$ cat src/rtl/mem_access.sv
// Memory-access stage: effective address, variable-latency load/store over a
// req/ack bus, load formatting, and a registered valid/ready writeback output.
module mem_access (
  input  logic        clk,
  input  logic        rst,
  input  logic        valid_i,
  output logic        ready_o,
  input  logic [31:0] pc_i,
  input  logic [31:0] inst_i,
  input  logic [31:0] r0data_i,
  input  logic [31:0] r1data_i,
  input  logic [31:0] result_i,
  output logic        valid_ro,
  input  logic        ready_i,
  output logic [31:0] pc_ro,
  output logic [31:0] inst_ro,
  output logic [31:0] result_ro,
  output logic        misalign_ro,
  output logic        dmem_req_o,
  output logic        dmem_we_o,
  output logic [31:0] dmem_addr_o,
  output logic [31:0] dmem_wdata_o,
  output logic [3:0]  dmem_wstrb_o,
  input  logic        dmem_ack_i,
  input  logic [31:0] dmem_rdata_i
);

  typedef enum logic {IDLE, BUSY} state_t;
  state_t state;

  logic [31:0] pc_q, inst_q;
  logic [2:0]  funct3_q;
  logic [1:0]  lane_q;

  logic        is_load, is_store, misalign, accept, out_free, mem_go;
  logic [2:0]  funct3;
  logic [31:0] imm, ea, wdata_c, shifted, load_data;
  logic [3:0]  wstrb_c;

  assign is_load  = (inst_i[6:0] == 7'b0000011);
  assign is_store = (inst_i[6:0] == 7'b0100011);
  assign funct3   = inst_i[14:12];
  assign imm      = is_store ? {{20{inst_i[31]}}, inst_i[31:25], inst_i[11:7]}
                             : {{20{inst_i[31]}}, inst_i[31:20]};
  assign ea       = r0data_i + imm;

  always_comb begin
    misalign = 1'b0;
    if (is_load || is_store) begin
      case (funct3[1:0])
        2'b00:   misalign = 1'b0;
        2'b01:   misalign = ea[0];
        default: misalign = |ea[1:0];
      endcase
    end
  end

  // Entering BUSY is only possible when ready_o = 1, so the output register
  // is guaranteed free by the time the ack arrives.
  assign out_free = ~valid_ro | ready_i;
  assign ready_o  = (state == IDLE) & out_free;
  assign accept   = valid_i & ready_o;
  assign mem_go   = accept & (is_load | is_store) & ~misalign;

  always_comb begin
    wdata_c = r1data_i;
    wstrb_c = 4'b1111;
    case (funct3[1:0])
      2'b00: begin
        wdata_c = {4{r1data_i[7:0]}};
        wstrb_c = 4'b0001 << ea[1:0];
      end
      2'b01: begin
        wdata_c = {2{r1data_i[15:0]}};
        wstrb_c = 4'b0011 << ea[1:0];
      end
      default: ;
    endcase
  end

  // Halves are aligned, so shifting by the byte lane also selects the half.
  assign shifted = dmem_rdata_i >> {lane_q, 3'b000};

  always_comb begin
    load_data = dmem_rdata_i;
    case (funct3_q[1:0])
      2'b00:   load_data = {{24{~funct3_q[2] & shifted[7]}},  shifted[7:0]};
      2'b01:   load_data = {{16{~funct3_q[2] & shifted[15]}}, shifted[15:0]};
      default: load_data = dmem_rdata_i;
    endcase
  end

  always_ff @(posedge clk or negedge rst) begin
    if (!rst) begin
      state        <= IDLE;
      valid_ro     <= 1'b0;
      pc_ro        <= '0;
      inst_ro      <= '0;
      result_ro    <= '0;
      misalign_ro  <= 1'b0;
      dmem_req_o   <= 1'b0;
      dmem_we_o    <= 1'b0;
      dmem_addr_o  <= '0;
      dmem_wdata_o <= '0;
      dmem_wstrb_o <= '0;
      pc_q         <= '0;
      inst_q       <= '0;
      funct3_q     <= '0;
      lane_q       <= '0;
    end else begin
      case (state)
        IDLE: begin
          if (mem_go) begin
            state        <= BUSY;
            pc_q         <= pc_i;
            inst_q       <= inst_i;
            funct3_q     <= funct3;
            lane_q       <= ea[1:0];
            dmem_req_o   <= 1'b1;
            dmem_we_o    <= is_store;
            dmem_addr_o  <= {ea[31:2], 2'b00};
            dmem_wdata_o <= is_store ? wdata_c : 32'h0;
            dmem_wstrb_o <= is_store ? wstrb_c : 4'b0000;
            if (ready_i) valid_ro <= 1'b0;
          end else if (accept) begin
            valid_ro    <= 1'b1;
            pc_ro       <= pc_i;
            inst_ro     <= inst_i;
            result_ro   <= misalign ? ea : result_i;
            misalign_ro <= misalign;
          end else if (ready_i) begin
            valid_ro <= 1'b0;
          end
        end
        BUSY: begin
          if (dmem_ack_i && out_free) begin
            state       <= IDLE;
            dmem_req_o  <= 1'b0;
            valid_ro    <= 1'b1;
            pc_ro       <= pc_q;
            inst_ro     <= inst_q;
            result_ro   <= dmem_we_o ? {dmem_addr_o[31:2], lane_q} : load_data;
            misalign_ro <= 1'b0;
          end else if (ready_i) begin
            valid_ro <= 1'b0;
          end
        end
        default: state <= IDLE;
      endcase
    end
  end

endmodule
$ cat config.mk
export PLATFORM = sky130hd
export DESIGN_NAME = mem_access
export DESIGN_NICKNAME = d
export VERILOG_FILES = /design/src/rtl/mem_access.sv
export SDC_FILE = /design/constraint.sdc
export NUM_CORES = 1
export LEC_CHECK = 0
export CELL_PAD_IN_SITES_DETAIL_PLACEMENT = 2
export CELL_PAD_IN_SITES_GLOBAL_PLACEMENT = 2
export CORE_ASPECT_RATIO = 0.75
export CORE_UTILIZATION = 28
export CTS_CLUSTER_SIZE = 24
export DETAILED_ROUTE_END_ITERATION = 10
export HOLD_SLACK_MARGIN = 0.12
export PLACE_DENSITY = 0.87
export SLEW_MARGIN = 20
export SYNTH_ARGS = -nofsm -noshare
export SYNTH_HDL_FRONTEND = slang
export SYNTH_SLANG_ARGS = --single-unit
export TNS_END_PERCENT = 100
$ cat constraint.sdc
create_clock -name clk -period 2.73 [get_ports clk]
set_input_delay 0.4095 -clock clk [delete_from_list [all_inputs] [get_ports clk]]
set_output_delay 0.4095 -clock clk [all_outputs]
set_load 0.005 [all_outputs]
==> impl_metrics.yaml <==
job:
  max-cap-violations: 0
timing:
  grt_setup_unrepaired: "yes"
  finalHoldViolCount: 0
  finalCriticalPeriod_ns: 4.094
  fin_skew_ns: 0.03259
  layout_worst_path_cycle_share_pct: 149.9
  relSlewSlack_pct: 37.71
  tightestPinTransition_ns: 0.9246
  max_freq_mhz: 244.3
  setup_viol: 233
  worst_hold_slack_ns: 0.1524
  postLayoutSetupSlackWorst_ns: -1.364
  timing_max_transition_violations_final: 0
clock_network:
  max-clock-path-buffers: 3
  clk_transition_reported_paths_ns: 0.08
  tritoncts: "yes"
  root_buffer: "clkbuf_16"
  tritoncts.num_buffers: 29
  cts-htree-levels: 1
  cts.sinks: 233
  worst_skew_pair.late_latency_ns: 0.61
detailed_routing:
  finalWirelength_microns: 107200
  drt-vias-per-instance: 6.222
  drt_first_pass_iters: 6
  drtIter0Drc: 1533
  wirelength_per_cell_microns: 38.84
  via_count: 17180
  number_of_design_rule_violations_left_after_detail_routing: 0
  postRouteAntennaNets: 0
placed_design:
  dp_hpwl_microns: 49860
  gpl.final_weighted_congestion: 0.8959
  pre_cts_ws_ns: -1.608
  port_buffers: 363
yosys:
  synth-seq-cells: 233
  synth-warning-count: 0
  synthesis.instances: 1518
  yosysSeqAreaShare_pct: 44.91
  synth_area_sq_um: 12980
  synth_flop_cell: "dfrtp_1"
  async_reset_ff_share_pct: 100.0
  yosys.cell_types.count: 70
  syn_area_per_cell_sq_um: 8.553
  synth_enable_flop_cells: 0
cells_and_area:
  n_fill_cell: 4416
  layout.cells.most_common: "clkdlybuf4s50_1"
  nNetsFinal: 2364
  drive_above_1_share_pct: 38.76
  most_frequent_cells_in_the_layout: "clkdlybuf4s50_1, dfrtp_1, nand2_1, buf_4, nand2_4"
  syn_to_final_growth_pct: 85.54
  area.sequential_sq_um: 5834
  area_of_combinational_cells_with_multiple_inputs_sq_um: 9115
min_path:
  min-delay-path-class: "input pin to flop"
global_routing:
  grt_max_degree: 88
  grtUsageTotal_pct: 33.44
  via_count_of_the_first_global_routing_pass: 17130
  antenna_violations_before_repair: 22
  globalRoute.totalOverflow: 0
  first_pass_grt_wire_length_microns: 117800
critical_path:
  worst-endpoint-required_ns: 3.15
  path_max_fanout: 4
  worst-endpoint-arrival_ns: 4.51
  crit_path_launch_type: "input pin"
  critical_path_class: "input pin to flop"
  timing.critical_path.to_type: "flop"
power_and_ir_drop:
  static_leakage_power_nw: 10.77
  worst_ir_drop_vdd_mv: 0.5306
  cellPowerDensity_nw_per_um2: 538.4
  totalPowerFinal_mw: 12.97
floorplan:
  die_height_microns: 188.5
  io-pin-count: 366
  initial_utilization_pct: 28.73
  floorplan.core_area_sq_um: 45180
  fp-row-count: 67
  die_w_microns: 250.7
  die_area_sq_um: 47250
run_status:
  result_of_the_run: "complete, but fails checks"
  failed_checks: "negative setup slack"
-- registers in the layout, summed over array words and instances, names as in the netlist --
name / cells
dmem_wdata_o: 32
inst_q: 32
valid_ro: 1
inst_ro: 32
state: 1
dmem_we_o: 1
pc_ro: 32
pc_q: 32
misalign_ro: 1
dmem_wstrb_o: 4
result_ro: 32
dmem_req_o: 1
lane_q: 2
dmem_addr_o: 30
-- worst paths after layout --
kind                                            start                   endpoint  slack (ns)  cells after the start
min in group asynchronous                         rst     inst_q[21]$_DFFE_PN0N_        0.35                      2
worst max-delay path                        inst_i[6]  result_ro[16]$_DFFE_PN0P_       -1.36                     19
max in group asynchronous                         rst  result_ro[29]$_DFFE_PN0P_        1.47                      3
worst max register to register  lane_q[1]$_DFFE_PN0N_  result_ro[23]$_DFFE_PN0P_       -0.67                      8
worst min-delay path                        inst_i[2]     inst_ro[2]$_DFFE_PN0P_        0.15                      3
worst min register to register   pc_q[10]$_DFFE_PN0N_       pc_q[10]$_DFFE_PN0N_        0.50                      2
-- report_power, final --
part	total (mW)	internal (mW)	switching [mW]	leakage, nW
Clock	4.33	2.36	1.96	0.481
Sequential	4.30	3.80	0.497	3.03
Combinational	4.34	1.98	2.36	7.26
Total	13.0	8.14	4.83	10.8
-- Yosys cell counts, types with 4 or more instances --
cell type	n	area, sq um
nand2_1	446	1674
xnor2_1	13	113.9
inv_1	18	67.56
clkbuf_1	76	285.3
or3_1	4	25.02
and2_1	11	68.82
o21bai_1	5	37.54
a211oi_1	15	112.6
a221o_1	5	50.05
a31oi_1	13	81.33
dfrtp_1	233	5831
a221oi_1	8	70.07
o211ai_1	15	112.6
o21a_1	7	52.55
nor2_1	53	198.9
xor2_1	12	105.1
buf_2	15	75.07
nor3_1	15	75.07
o22ai_1	13	81.33
o21ai_0	192	960.9
mux2_2	28	315.3
clkbuf_8	4	55.05
ha_1	31	387.9
nor2b_1	12	75.07
buf_1	4	15.01
o21ai_1	4	20.02
a21oi_1	75	375.4
o221ai_1	4	35.03
a21o_1	17	127.6
nand3_1	17	85.08
nand4_1	6	37.54
mux2i_1	82	820.8
and3_1	6	37.54
-- final cells by class --
type | count | share of cell area (%)
Antenna cell | 18 | 0.1870
Clock buffer | 39 | 3.335
Clock inverter | 14 | 0.7064
Inverter | 19 | 0.3064
Multi-Input combinational cell | 1167 | 37.84
Sequential cell | 233 | 24.22
Tap cell | 586 | 3.044
Timing Repair Buffer | 685 | 30.36
-- logic make-up (layout without fill, tap and decap cells) --
group | after synthesis | in the layout | share of synthesized area [%]
adder cells (fa/ha/maj) | 32 | 32 | 3.142
AND/OR/NAND/NOR | 592 | 594 | 18.78
other | 1 | 20 | 0.02888
AO/OA/AOI/OAI | 404 | 404 | 18.61
buffers and inverters | 121 | 757 | 4.095
flip-flops | 233 | 233 | 44.91
XOR/XNOR | 25 | 25 | 1.686
multiplexers | 110 | 110 | 8.750
-- worst max-delay path, cell delays in order --
cell and delay, ns:
buf_8 0.10, nor4_4 0.28, and3_4 0.26, nand2_4 0.08, mux2_4 0.34, ha_4 0.18
inv_4 0.05, fa_2 0.26, nor2b_4 0.07, o211ai_1 0.32, a31oi_1 0.14, buf_4 0.18
o21ai_4 0.32, buf_4 0.20, buf_6 0.11, nand2_4 0.09, a31oi_4 0.28, xor2_2 0.20
a21oi_1 0.62
-- per-layer routing --
metal | global-route usage, % | wire length (microns) | vias up
met1 | 40.86 | 38440 | 8738
li1 | - | - | 6528
met2 | 57.64 | 49690 | 1339
met3 | 6.299 | 9593 | 555
met4 | 14.02 | 9328 | 18
met5 | 0 | 180 | -
-- per-stage QoR --
step | utilization, % | cells | TNS [ns] | area (sq um)
final | 53.31 | 2761 | -102.08 | 24090
after global routing | 53.31 | 2760 | -113.52 | 24090
after CTS | 48.18 | 2692 | -33.43 | 21770
after detailed placement | 41.68 | 2570 | -276.13 | 18830
after global placement | 41.68 | 2570 | -246.98 | 18830
after floorplan | - | 1519 | -113.37 | 13200
-- repair_timing --
action / CTS / global route
hold buffers: 1 / 0
pin swaps: 131 / 190
cloned: 23 / 17
gates resized for setup: 358 / 526
setup buffers: 49 / 65
hold endpoints to repair: 58 / 0
setup endpoints to repair: 233 / 233
No activity file was read; power rests on OpenSTA's default activity.
